### src/rtl/wakeup_broadcaster_pkg.sv
`default_nettype none
// ---------------------------------------------------------------------------
// wakeup_broadcaster_pkg : shared wakeup-bus widths, payload type, x0 tag
// Revision : 1.0
// ---------------------------------------------------------------------------
package wakeup_broadcaster_pkg;

  localparam int TAG_W    = 6;
  localparam int DATA_W   = 32;
  localparam int ZERO_TAG = 0;

  typedef struct packed {
    logic [TAG_W-1:0]  tag;
    logic [DATA_W-1:0] value;
  } wakeup_t;

endpackage
`default_nettype wire

### src/rtl/wakeup_broadcaster_result_fifo.sv
`default_nettype none
// ---------------------------------------------------------------------------
// wb_result_fifo : per-FU result queue with registered count and head output
// Revision : 1.0
// ---------------------------------------------------------------------------
module wb_result_fifo #(
  parameter int DEPTH = 4,
  parameter int WIDTH = 38
) (
  input  logic             clk,
  input  logic             rst_n,
  input  logic             push,
  input  logic [WIDTH-1:0] din,
  input  logic             pop,
  output logic             full,
  output logic             empty,
  output logic [WIDTH-1:0] head
);

  localparam int AW = $clog2(DEPTH);

  logic [WIDTH-1:0] mem [DEPTH];
  logic [AW-1:0]    wr_ptr;
  logic [AW-1:0]    rd_ptr;
  logic [AW:0]      count;

  // Power-of-two depth lets the pointers wrap by natural overflow.
  always_ff @(posedge clk or negedge rst_n) begin
    if (!rst_n) begin
      wr_ptr <= '0;
      rd_ptr <= '0;
      count  <= '0;
    end else begin
      if (push) wr_ptr <= wr_ptr + 1'b1;
      if (pop)  rd_ptr <= rd_ptr + 1'b1;
      count <= count + {{AW{1'b0}}, push} - {{AW{1'b0}}, pop};
    end
  end

  always_ff @(posedge clk) begin
    if (push) mem[wr_ptr] <= din;
  end

  assign full  = (count == (AW+1)'(DEPTH));
  assign empty = (count == '0);
  assign head  = mem[rd_ptr];

endmodule
`default_nettype wire

### src/rtl/wakeup_broadcaster.sv
`default_nettype none
// ---------------------------------------------------------------------------
// wakeup_broadcaster : per-FU result queues, round-robin arbitrated into one
//                      registered wakeup broadcast per cycle.
//                      WAKEUP_BYPASS_EN lets an incoming result win directly.
// Revision : 1.0
// ---------------------------------------------------------------------------
module wakeup_broadcaster #(
  parameter int NUM_FU     = 3,
  parameter int FIFO_DEPTH = 4,
  parameter int TAG_W      = wakeup_broadcaster_pkg::TAG_W,
  parameter int DATA_W     = wakeup_broadcaster_pkg::DATA_W
) (
  input  logic                     clk,
  input  logic                     rst_n,
  input  logic [NUM_FU-1:0]        fu_valid,
  output logic [NUM_FU-1:0]        fu_ready,
  input  logic [NUM_FU*TAG_W-1:0]  fu_tag,
  input  logic [NUM_FU*DATA_W-1:0] fu_value,
  output logic                     wakeup_active,
  output logic [TAG_W-1:0]         wakeup_tag,
  output logic [DATA_W-1:0]        wakeup_value
);

  import wakeup_broadcaster_pkg::*;

  localparam int EW    = TAG_W + DATA_W;
  localparam int PTR_W = (NUM_FU > 1) ? $clog2(NUM_FU) : 1;

  logic [NUM_FU-1:0] full;
  logic [NUM_FU-1:0] empty;
  logic [NUM_FU-1:0] xfer;
  logic [NUM_FU-1:0] nonzero;
  logic [NUM_FU-1:0] cand;
  logic [NUM_FU-1:0] push;
  logic [NUM_FU-1:0] pop;
  logic [NUM_FU-1:0] grant_oh;
  logic [EW-1:0]     in_data [NUM_FU];
  logic [EW-1:0]     head    [NUM_FU];

  logic              grant_valid;
  logic [PTR_W-1:0]  grant_idx;
  logic [EW-1:0]     grant_data;
  logic [PTR_W-1:0]  rr_ptr;

  generate
    for (genvar i = 0; i < NUM_FU; i++) begin : g_fu
      assign in_data[i] = {fu_tag[i*TAG_W +: TAG_W], fu_value[i*DATA_W +: DATA_W]};
      assign nonzero[i] = (fu_tag[i*TAG_W +: TAG_W] != TAG_W'(ZERO_TAG));

      wb_result_fifo #(
        .DEPTH (FIFO_DEPTH),
        .WIDTH (EW)
      ) u_fifo (
        .clk   (clk),
        .rst_n (rst_n),
        .push  (push[i]),
        .din   (in_data[i]),
        .pop   (pop[i]),
        .full  (full[i]),
        .empty (empty[i]),
        .head  (head[i])
      );
    end
  endgenerate

  assign fu_ready = ~full;
  assign xfer     = fu_valid & fu_ready;

`ifdef WAKEUP_BYPASS_EN
  assign cand = ~empty | (xfer & nonzero);
`else
  assign cand = ~empty;
`endif

  function automatic int wrap_idx(input int base, input int ofs);
    return (base + ofs) % NUM_FU;
  endfunction

  always_comb begin
    grant_valid = 1'b0;
    grant_idx   = '0;
    grant_data  = '0;
    grant_oh    = '0;
    for (int k = 1; k <= NUM_FU; k++) begin
      if (!grant_valid && cand[wrap_idx(int'(rr_ptr), k)]) begin
        grant_valid = 1'b1;
        grant_idx   = PTR_W'(wrap_idx(int'(rr_ptr), k));
        grant_oh[wrap_idx(int'(rr_ptr), k)] = 1'b1;
        grant_data  = empty[wrap_idx(int'(rr_ptr), k)] ? in_data[wrap_idx(int'(rr_ptr), k)]
                                                      : head[wrap_idx(int'(rr_ptr), k)];
      end
    end
  end

  // A granted result taken straight from the FU port never enters its queue.
  assign pop  = grant_oh & ~empty;
  assign push = xfer & nonzero & ~(grant_oh & empty);

  always_ff @(posedge clk or negedge rst_n) begin
    if (!rst_n) begin
      rr_ptr        <= PTR_W'(NUM_FU - 1);
      wakeup_active <= 1'b0;
      wakeup_tag    <= '0;
      wakeup_value  <= '0;
    end else begin
      wakeup_active <= grant_valid;
      if (grant_valid) begin
        rr_ptr       <= grant_idx;
        wakeup_tag   <= grant_data[EW-1 -: TAG_W];
        wakeup_value <= grant_data[DATA_W-1:0];
      end
    end
  end

endmodule
`default_nettype wire

### config.mk
export PLATFORM = sky130hd
export DESIGN_NAME = wakeup_broadcaster
export DESIGN_NICKNAME = d
export VERILOG_FILES = /design/src/rtl/wakeup_broadcaster_pkg.sv /design/src/rtl/wakeup_broadcaster_result_fifo.sv /design/src/rtl/wakeup_broadcaster.sv
export SDC_FILE = /design/constraint.sdc
export NUM_CORES = 1
export LEC_CHECK = 0
export ABC_CLOCK_PERIOD_IN_PS = 4000
export BUFFER_PORTS_ARGS = -buffer_cell sky130_fd_sc_hd__buf_2
export CAP_MARGIN = 10
export CORE_MARGIN = 2
export CORE_UTILIZATION = 61
export DETAILED_ROUTE_END_ITERATION = 10
export PLACE_DENSITY = 0.91
export SYNTH_ARGS = -nofsm -noshare
export SYNTH_HDL_FRONTEND = slang
export SYNTH_SLANG_ARGS = --single-unit
### constraint.sdc
create_clock -name clk -period 4 [get_ports clk]
set_input_delay 0.6 -clock clk [delete_from_list [all_inputs] [get_ports clk]]
set_output_delay 0.6 -clock clk [all_outputs]
set_load 0.01 [all_outputs]
# [Word-level counts from Yosys, hierarchy flattened]
# Memory sizes are Yosys's and may differ from the RTL's.
# Cells that the tools add are included.
[totals] register_bits=62 ramBits=456 in_bits=119 out_inout_bits=42 elab_cells=135 memories=3
[op_classes] addsub=15 div_mod_pow=3 n_lt_le_gt_ge=9 eq_ne=3 n_mux=63 bitwise=13 reduce_logical=13
[mem_list] memory="g_fu[0].u_fifo.mem" words=4 word_bits=38 rd=1 rd_ports_with_merged_regs=0 wr=1 line_no="wakeup_broadcaster_result_fifo.sv:22" rtl="logic [WIDTH-1:0] mem [DEPTH];"
[mem_list] memory="g_fu[1].u_fifo.mem" words=4 word_bits=38 rd=1 rd_ports_with_merged_regs=0 wr=1 line_no="wakeup_broadcaster_result_fifo.sv:22"
[mem_list] memory="g_fu[2].u_fifo.mem" words=4 word_bits=38 rd=1 rd_ports_with_merged_regs=0 wr=1 line_no="wakeup_broadcaster_result_fifo.sv:22"
[ops] cell="$mux 38" n=18
[ops] cell="$bmux 38 s2" n=6
[ops] cell="$ge 32x1->1 const B" n=3
[ops] cell="$ge 32x3->1 const B" n=3
[ops] cell="$lt 32x4->1 const B" n=3
[ops] cell="$mod 32x3->32 const B" n=3
[ops] cell="$not 32->32" n=3
[ops] cell="$mux 1" n=24
[ops] cell="$reduce_bool 6->1" n=3
[ops] cell="$and 3x3->3" n=5
[ops] cell="$add 2x1->2 const B" n=6
[ops] cell="$bmux 1 s2" n=6
[ops] cell="$add 3x1->3" n=3
[ops] cell="$eq 3x3->1 const B" n=3
[ops] cell="$logic_not 3->1" n=3
[ops] cell="$mux 3" n=3
[ops] cell="$not 3->3" n=3
[ops] cell="$sub 3x1->3" n=3
[ops] cell="$add 2x2->3 const B" n=2
[ops] cell="$demux 1 s2" n=3
[ops] cell="$mux 2" n=3
[ops] cell="$or 3x3->3" n=2
[ops] cell="$logic_and 1x1->1" n=5
[ops] cell="$add 2x1->3 const B" n=1
[ops] cell="$logic_not 1->1" n=2

# [Longest topological paths before layout]
[logic_depth] ltp_word=17 mapped_depth=15 depth_no_buf=14

# [Hierarchy]
# Synthesis repeated with hierarchy kept, for this count alone.
[hier_totals] hier_cells=1444 area_unflattened_um2=23266.1
[modules_own_cells] mod="wb_result_fifo" instances=3 cells_each=233 area_each_um2=5919.4
[modules_own_cells] mod="wakeup_broadcaster" instances=1 cells_each=745 area_each_um2=5507.8

# [Worst setup path before layout]
# OpenSTA, ideal clock, no wires.
[synth_path] kind="register -> register" start="register rr_ptr[1]" end="memory g_fu[1].u_fifo.mem[0][0] (enable)" setup_ns=0.399 arrival_time_ns=2.944 slack_ns=0.657 path_stages_with_launch=9 path_buffers=1 period_less_slack_ns=3.343 cell_sequence="dfstp_2 > inv_1 > ha_1 > buf_2 > o211ai_2 > o31ai_4 > a211o_1 > a21oi_4 > and2_1"
[synth_via] elab_chain_len=17 elab_cells_between_ends=46 classes_between="add/sub: 3; div: 3; order compare: 6; mux: 22; bitwise: 5; reduce/logical: 7"
[synth_rtl] item="start: declaration" line_no="wakeup_broadcaster.sv:44" rtl="logic [PTR_W-1:0] rr_ptr;"
[synth_rtl] item="start signal: assignment" line_no="wakeup_broadcaster.sv:102" rtl="rr_ptr <= PTR_W'(NUM_FU - 1);"
[synth_rtl] item="start signal: assignment" line_no="wakeup_broadcaster.sv:109" rtl="rr_ptr <= grant_idx;"
[synth_rtl] item="branches (longest 11 deep; another with $mod 32x3->32)"
[synth_rtl] item="$mux 3 *" line_no="wakeup_broadcaster.sv:86" rtl="if (!grant_valid && cand[wrap_idx(int'(rr_ptr), k)]) begin"
[synth_rtl] item="$and 3x3->3 *" line_no="wakeup_broadcaster.sv:98" rtl="assign push = xfer & nonzero & ~(grant_oh & empty);"
[synth_rtl] item="$not 3->3 *" line_no="wakeup_broadcaster.sv:98"
[synth_rtl] item="$and 3x3->3 *" line_no="wakeup_broadcaster.sv:98"
[synth_rtl] item="via g_fu[1].u_fifo.push" line_no="wakeup_broadcaster_result_fifo.sv:12" rtl="input logic push,"
[synth_rtl] item="$mux 1 *" line_no="wakeup_broadcaster_result_fifo.sv:41" rtl="if (push) mem[wr_ptr] <= din;"
[synth_rtl] item="$mux 1 (implied by the code) *" line_no="wakeup_broadcaster_result_fifo.sv:41"
[synth_rtl] item="end: declaration" line_no="wakeup_broadcaster_result_fifo.sv:22"
# Mark *: on every way through the listed nets, which the timed path passes. The select of a mux whose other input is x is not followed.

# [Worst setup path in the final report]
[layout_path] start="register rr_ptr[0]" end="memory g_fu[0].u_fifo.mem[2][28] (enable)"
[layout_via] elab_chain_len=17 elab_cells_between_ends=46 classes_between="add/sub: 3; div: 3; order compare: 6; mux: 22; bitwise: 5; reduce/logical: 7"
[layout_rtl] item="branches (longest 11 deep; another with $mod 32x3->32)"
[layout_rtl] item="$mux 3 *" line_no="wakeup_broadcaster.sv:86"
[layout_rtl] item="$and 3x3->3 *" line_no="wakeup_broadcaster.sv:98"
[layout_rtl] item="$not 3->3 *" line_no="wakeup_broadcaster.sv:98"
[layout_rtl] item="$and 3x3->3 *" line_no="wakeup_broadcaster.sv:98"
[layout_rtl] item="via g_fu[0].u_fifo.push" line_no="wakeup_broadcaster_result_fifo.sv:12"
[layout_rtl] item="$mux 1 *" line_no="wakeup_broadcaster_result_fifo.sv:41"
[layout_rtl] item="$mux 1 (implied by the code) *" line_no="wakeup_broadcaster_result_fifo.sv:41"
[layout_rtl] item="end: declaration" line_no="wakeup_broadcaster_result_fifo.sv:22"
# Marked as above.

==> impl_metrics.py <==
metrics = {
    "status": {
        "status": "finished clean",
    },
    "power_and_ir_drop": {
        "peakVddDrop_uv": 766,
        "power_leakage_nw": 9.44,
        "power_density_nw_per_um2": 948,
        "fin_total_pwr_mw": 25.1,
    },
    "clocking": {
        "clock-root-buffer": "clkbuf_16",
        "cts.repair.resized": 0,
        "cts_buffer_depth": 3,
        "post-cts-setup-buffers": 0,
        "cts_hold_buf": 0,
        "cts_tree": "yes",
        "clock_latency_ns": 0.62,
        "cts.sinks": 518,
        "cts_max_level": 2,
        "clk_pin_slew_ns": 0.07,
        "cts_buffers": 51,
    },
    "die": {
        "initial_utilization_pct": 61.9,
        "dieArea_um2": 39700,
        "die_h_um": 199,
        "die_w_um": 199,
        "io_pins": 161,
        "core-area_um2": 37600,
        "num_rows": 71,
    },
    "yosys": {
        "synthFlopType": "edfxtp_1",
        "ys_seq_elements": 518,
        "syn_area_um2": 23300,
        "synth_cell_types": 80,
        "synth_cells": 1422,
        "synth_nets": 1566,
        "syn_area_per_cell_um2": 16.4,
        "async_flop_share_pct": 12.0,
        "yosysWarnings": 0,
        "synth_seq_area_share_pct": 65.5,
        "synth_edf_count": 456,
    },
    "setup_path": {
        "reg2regPathDepth": 10,
        "required_ns": 4.30,
        "critPathCaptureType": "flop",
        "critPathMaxFanout": 28,
        "ff2ff_setup_slack_ns": 0.24,
        "cp-start-kind": "flop",
        "setup.worst_path.class": "flop to flop",
        "r2r-start": "rr_ptr[0]",
        "crit_arrival_ns": 4.06,
        "reg2reg_to": "g_fu[0].u_fifo.mem[2][28]",
    },
    "finish": {
        "regArea_um2": 15300,
        "num-fill-cells": 2322,
        "drive_gt1_share_pct": 30.0,
        "final_nets": 1748,
        "area_growth_syn_to_layout_pct": 14.0,
        "final_core_util_pct": 70.6,
        "multi_input_area_um2": 7450,
    },
    "sta": {
        "drv_slew": 0,
        "worstMarginPinSlew_ns": 1.12,
        "relSlewSlack_pct": 25.2,
        "hold_viol_final": 0,
        "setup_viol": 0,
        "fin_skew_ns": 0.0231,
        "finalCritPeriodShare_pct": 94.1,
        "fmax_mhz": 266,
        "rsz0062_at_grt": "false",
        "fin_crit_ns": 3.76,
        "tns_ns": 0,
    },
    "detailed_routing": {
        "met1_length_um": 22600,
        "first_pass_iters": 6,
        "wl_per_cell_um": 30.7,
        "drc": 0,
        "met2_length_um": 31200,
        "vias": 15500,
        "via_per_inst": 7.16,
        "drt_iter0_drc": 2285,
        "wl_met3_um": 7800,
        "wl_um": 66300,
        "ant_nets": 0,
        "route.top_layer_used": "met5",
    },
    "min_path": {
        "min_path_type": "input pin to asynchronous set/reset pin",
    },
    "grt": {
        "grt.total_usage_pct": 34.8,
        "grt_pass1_vias": 15900,
        "antenna_found_initial": 2,
        "grt_max_degree": 39,
        "grt_pass1_wl_um": 99000,
        "grt_overflow": 0,
    },
    "job": {
        "max_cap_violations": 0,
    },
    "placement": {
        "portBuffers": 160,
        "gp_congestion": 0.977,
        "hpwl_um": 43800,
    },
}
==> flip-flops by register name, indices dropped and copies added, names as in the netlist <==
register and count:
g_fu.u_fifo.mem 456, wakeup_value 32, g_fu.u_fifo.count 9, g_fu.u_fifo.rd_ptr 6, g_fu.u_fifo.wr_ptr 6, wakeup_tag 6, rr_ptr 2, wakeup_active 1
==> cells by family after synthesis <==
group	after synthesis	share of synthesized area, %
AND/OR/NAND/NOR	235	4.78
adder cells (fa/ha/maj)	25	1.44
multiplexers	166	13.3
flip-flops	518	65.5
XOR/XNOR	15	0.565
buffers and inverters	131	2.64
AO/OA/AOI/OAI	332	11.8
==> cell type report <==
class / instances / area share, %
Inverter: 25 / 0.354
Timing Repair Buffer: 235 / 5.33
Sequential cell: 518 / 57.5
Clock buffer: 68 / 5.33
Clock inverter: 27 / 0.953
Multi-Input combinational cell: 773 / 28.1
Tap cell: 511 / 2.41
Antenna cell: 2 / 0.0189
==> where the power goes <==
part           switching [mW]  internal [mW]
combinational            7.42           4.74
clock                    2.04           2.74
sequential              0.814           7.37
total                    10.3           14.9
==> routing by layer <==
metal | vias up | GRT usage (%)
met5 | - | 0
li1 | 6289 | -
met4 | 2 | 22.5
met3 | 309 | 8.74
met1 | 7604 | 44.3
met2 | 1254 | 53.7
==> worst max-delay path by stage <==
| stage | to | cells after the start | from |
|---|---|---|---|
| 2_1_floorplan | g_fu[1].u_fifo.mem[0][0] | 8 | rr_ptr[1] |
| 6_report | g_fu[0].u_fifo.mem[2][28] | 10 | rr_ptr[0] |
| 4_1_cts | g_fu[0].u_fifo.mem[2][28] | 10 | rr_ptr[0] |
| 3_3_place_gp | g_fu[0].u_fifo.mem[1][26] | 10 | rr_ptr[0] |
| 3_5_place_dp | g_fu[0].u_fifo.mem[2][28] | 10 | rr_ptr[0] |
| 5_1_grt | g_fu[0].u_fifo.mem[2][28] | 10 | rr_ptr[0] |
==> per-stage QoR <==
step	hold WS, ns	instances	cell area (um^2)	setup slack [ns]
4_1_cts	0.112	2157	26500	0.279
6_report	0.108	2159	26500	0.236
3_3_place_gp	0.492	2062	24900	0.449
3_5_place_dp	0.496	2062	24900	0.312
5_1_grt	0.142	2157	26500	0.0885
2_1_floorplan	0.304	1422	23300	0.657
==> worst max-delay path: stages (launching register included) <==
cell,delay [ns]
dfrtp_1,0.39
inv_1,0.10
ha_1,0.49
buf_4,0.36
nor2b_2,0.11
a31oi_1,0.15
o221ai_1,0.13
a22oi_1,0.30
o21a_2,0.26
and2_2,0.79
buf_4,0.36
==> synth_stat cells, types with 3 or more instances <==
master / number / area [um^2]
a211o_1: 3 / 26.3
a211oi_1: 5 / 37.5
a21oi_1: 49 / 245
a221oi_1: 13 / 114
a221oi_2: 20 / 300
a222oi_1: 10 / 100
a22o_1: 55 / 482
a22oi_1: 33 / 248
a32oi_1: 5 / 43.8
and2_1: 14 / 87.6
buf_1: 11 / 41.3
buf_2: 32 / 160
buf_4: 4 / 30.0
buf_6: 9 / 101
clkbuf_1: 50 / 188
dfrtp_1: 61 / 1530
edfxtp_1: 456 / 13700
fa_1: 3 / 60.1
ha_1: 22 / 275
inv_1: 24 / 90.1
mux2i_1: 49 / 490
mux4_2: 113 / 2540
nand2_1: 105 / 394
nand3_1: 39 / 195
nand4_1: 5 / 31.3
nor2_1: 32 / 120
nor2b_1: 5 / 31.3
nor3_1: 11 / 55.1
nor3_2: 3 / 30.0
o211ai_1: 8 / 60.1
o21ai_0: 14 / 70.1
o221ai_1: 30 / 263
o22ai_1: 27 / 169
o311ai_0: 26 / 228
o31ai_1: 3 / 22.5
o32ai_1: 3 / 26.3
or4_1: 3 / 22.5
xnor2_1: 11 / 96.3
xor2_1: 4 / 35.0
==> layout by cell type, fill, tap and decap left out, types with 12 or more instances in the layout <==
master,n
a21oi_1,48
a22o_1,55
o22ai_1,27
a221oi_1,13
clkbuf_1,12
a221oi_2,20
mux4_2,113
dfrtp_1,56
edfxtp_1,456
buf_2,160
nand2_1,105
o311ai_0,26
clkbuf_16,53
mux2i_1,49
a22oi_1,33
o21ai_0,13
ha_1,21
nor2_1,30
buf_4,71
and2_2,12
inv_1,24
nand3_1,39
o221ai_1,30
Power figures use the tool's default switching activity.
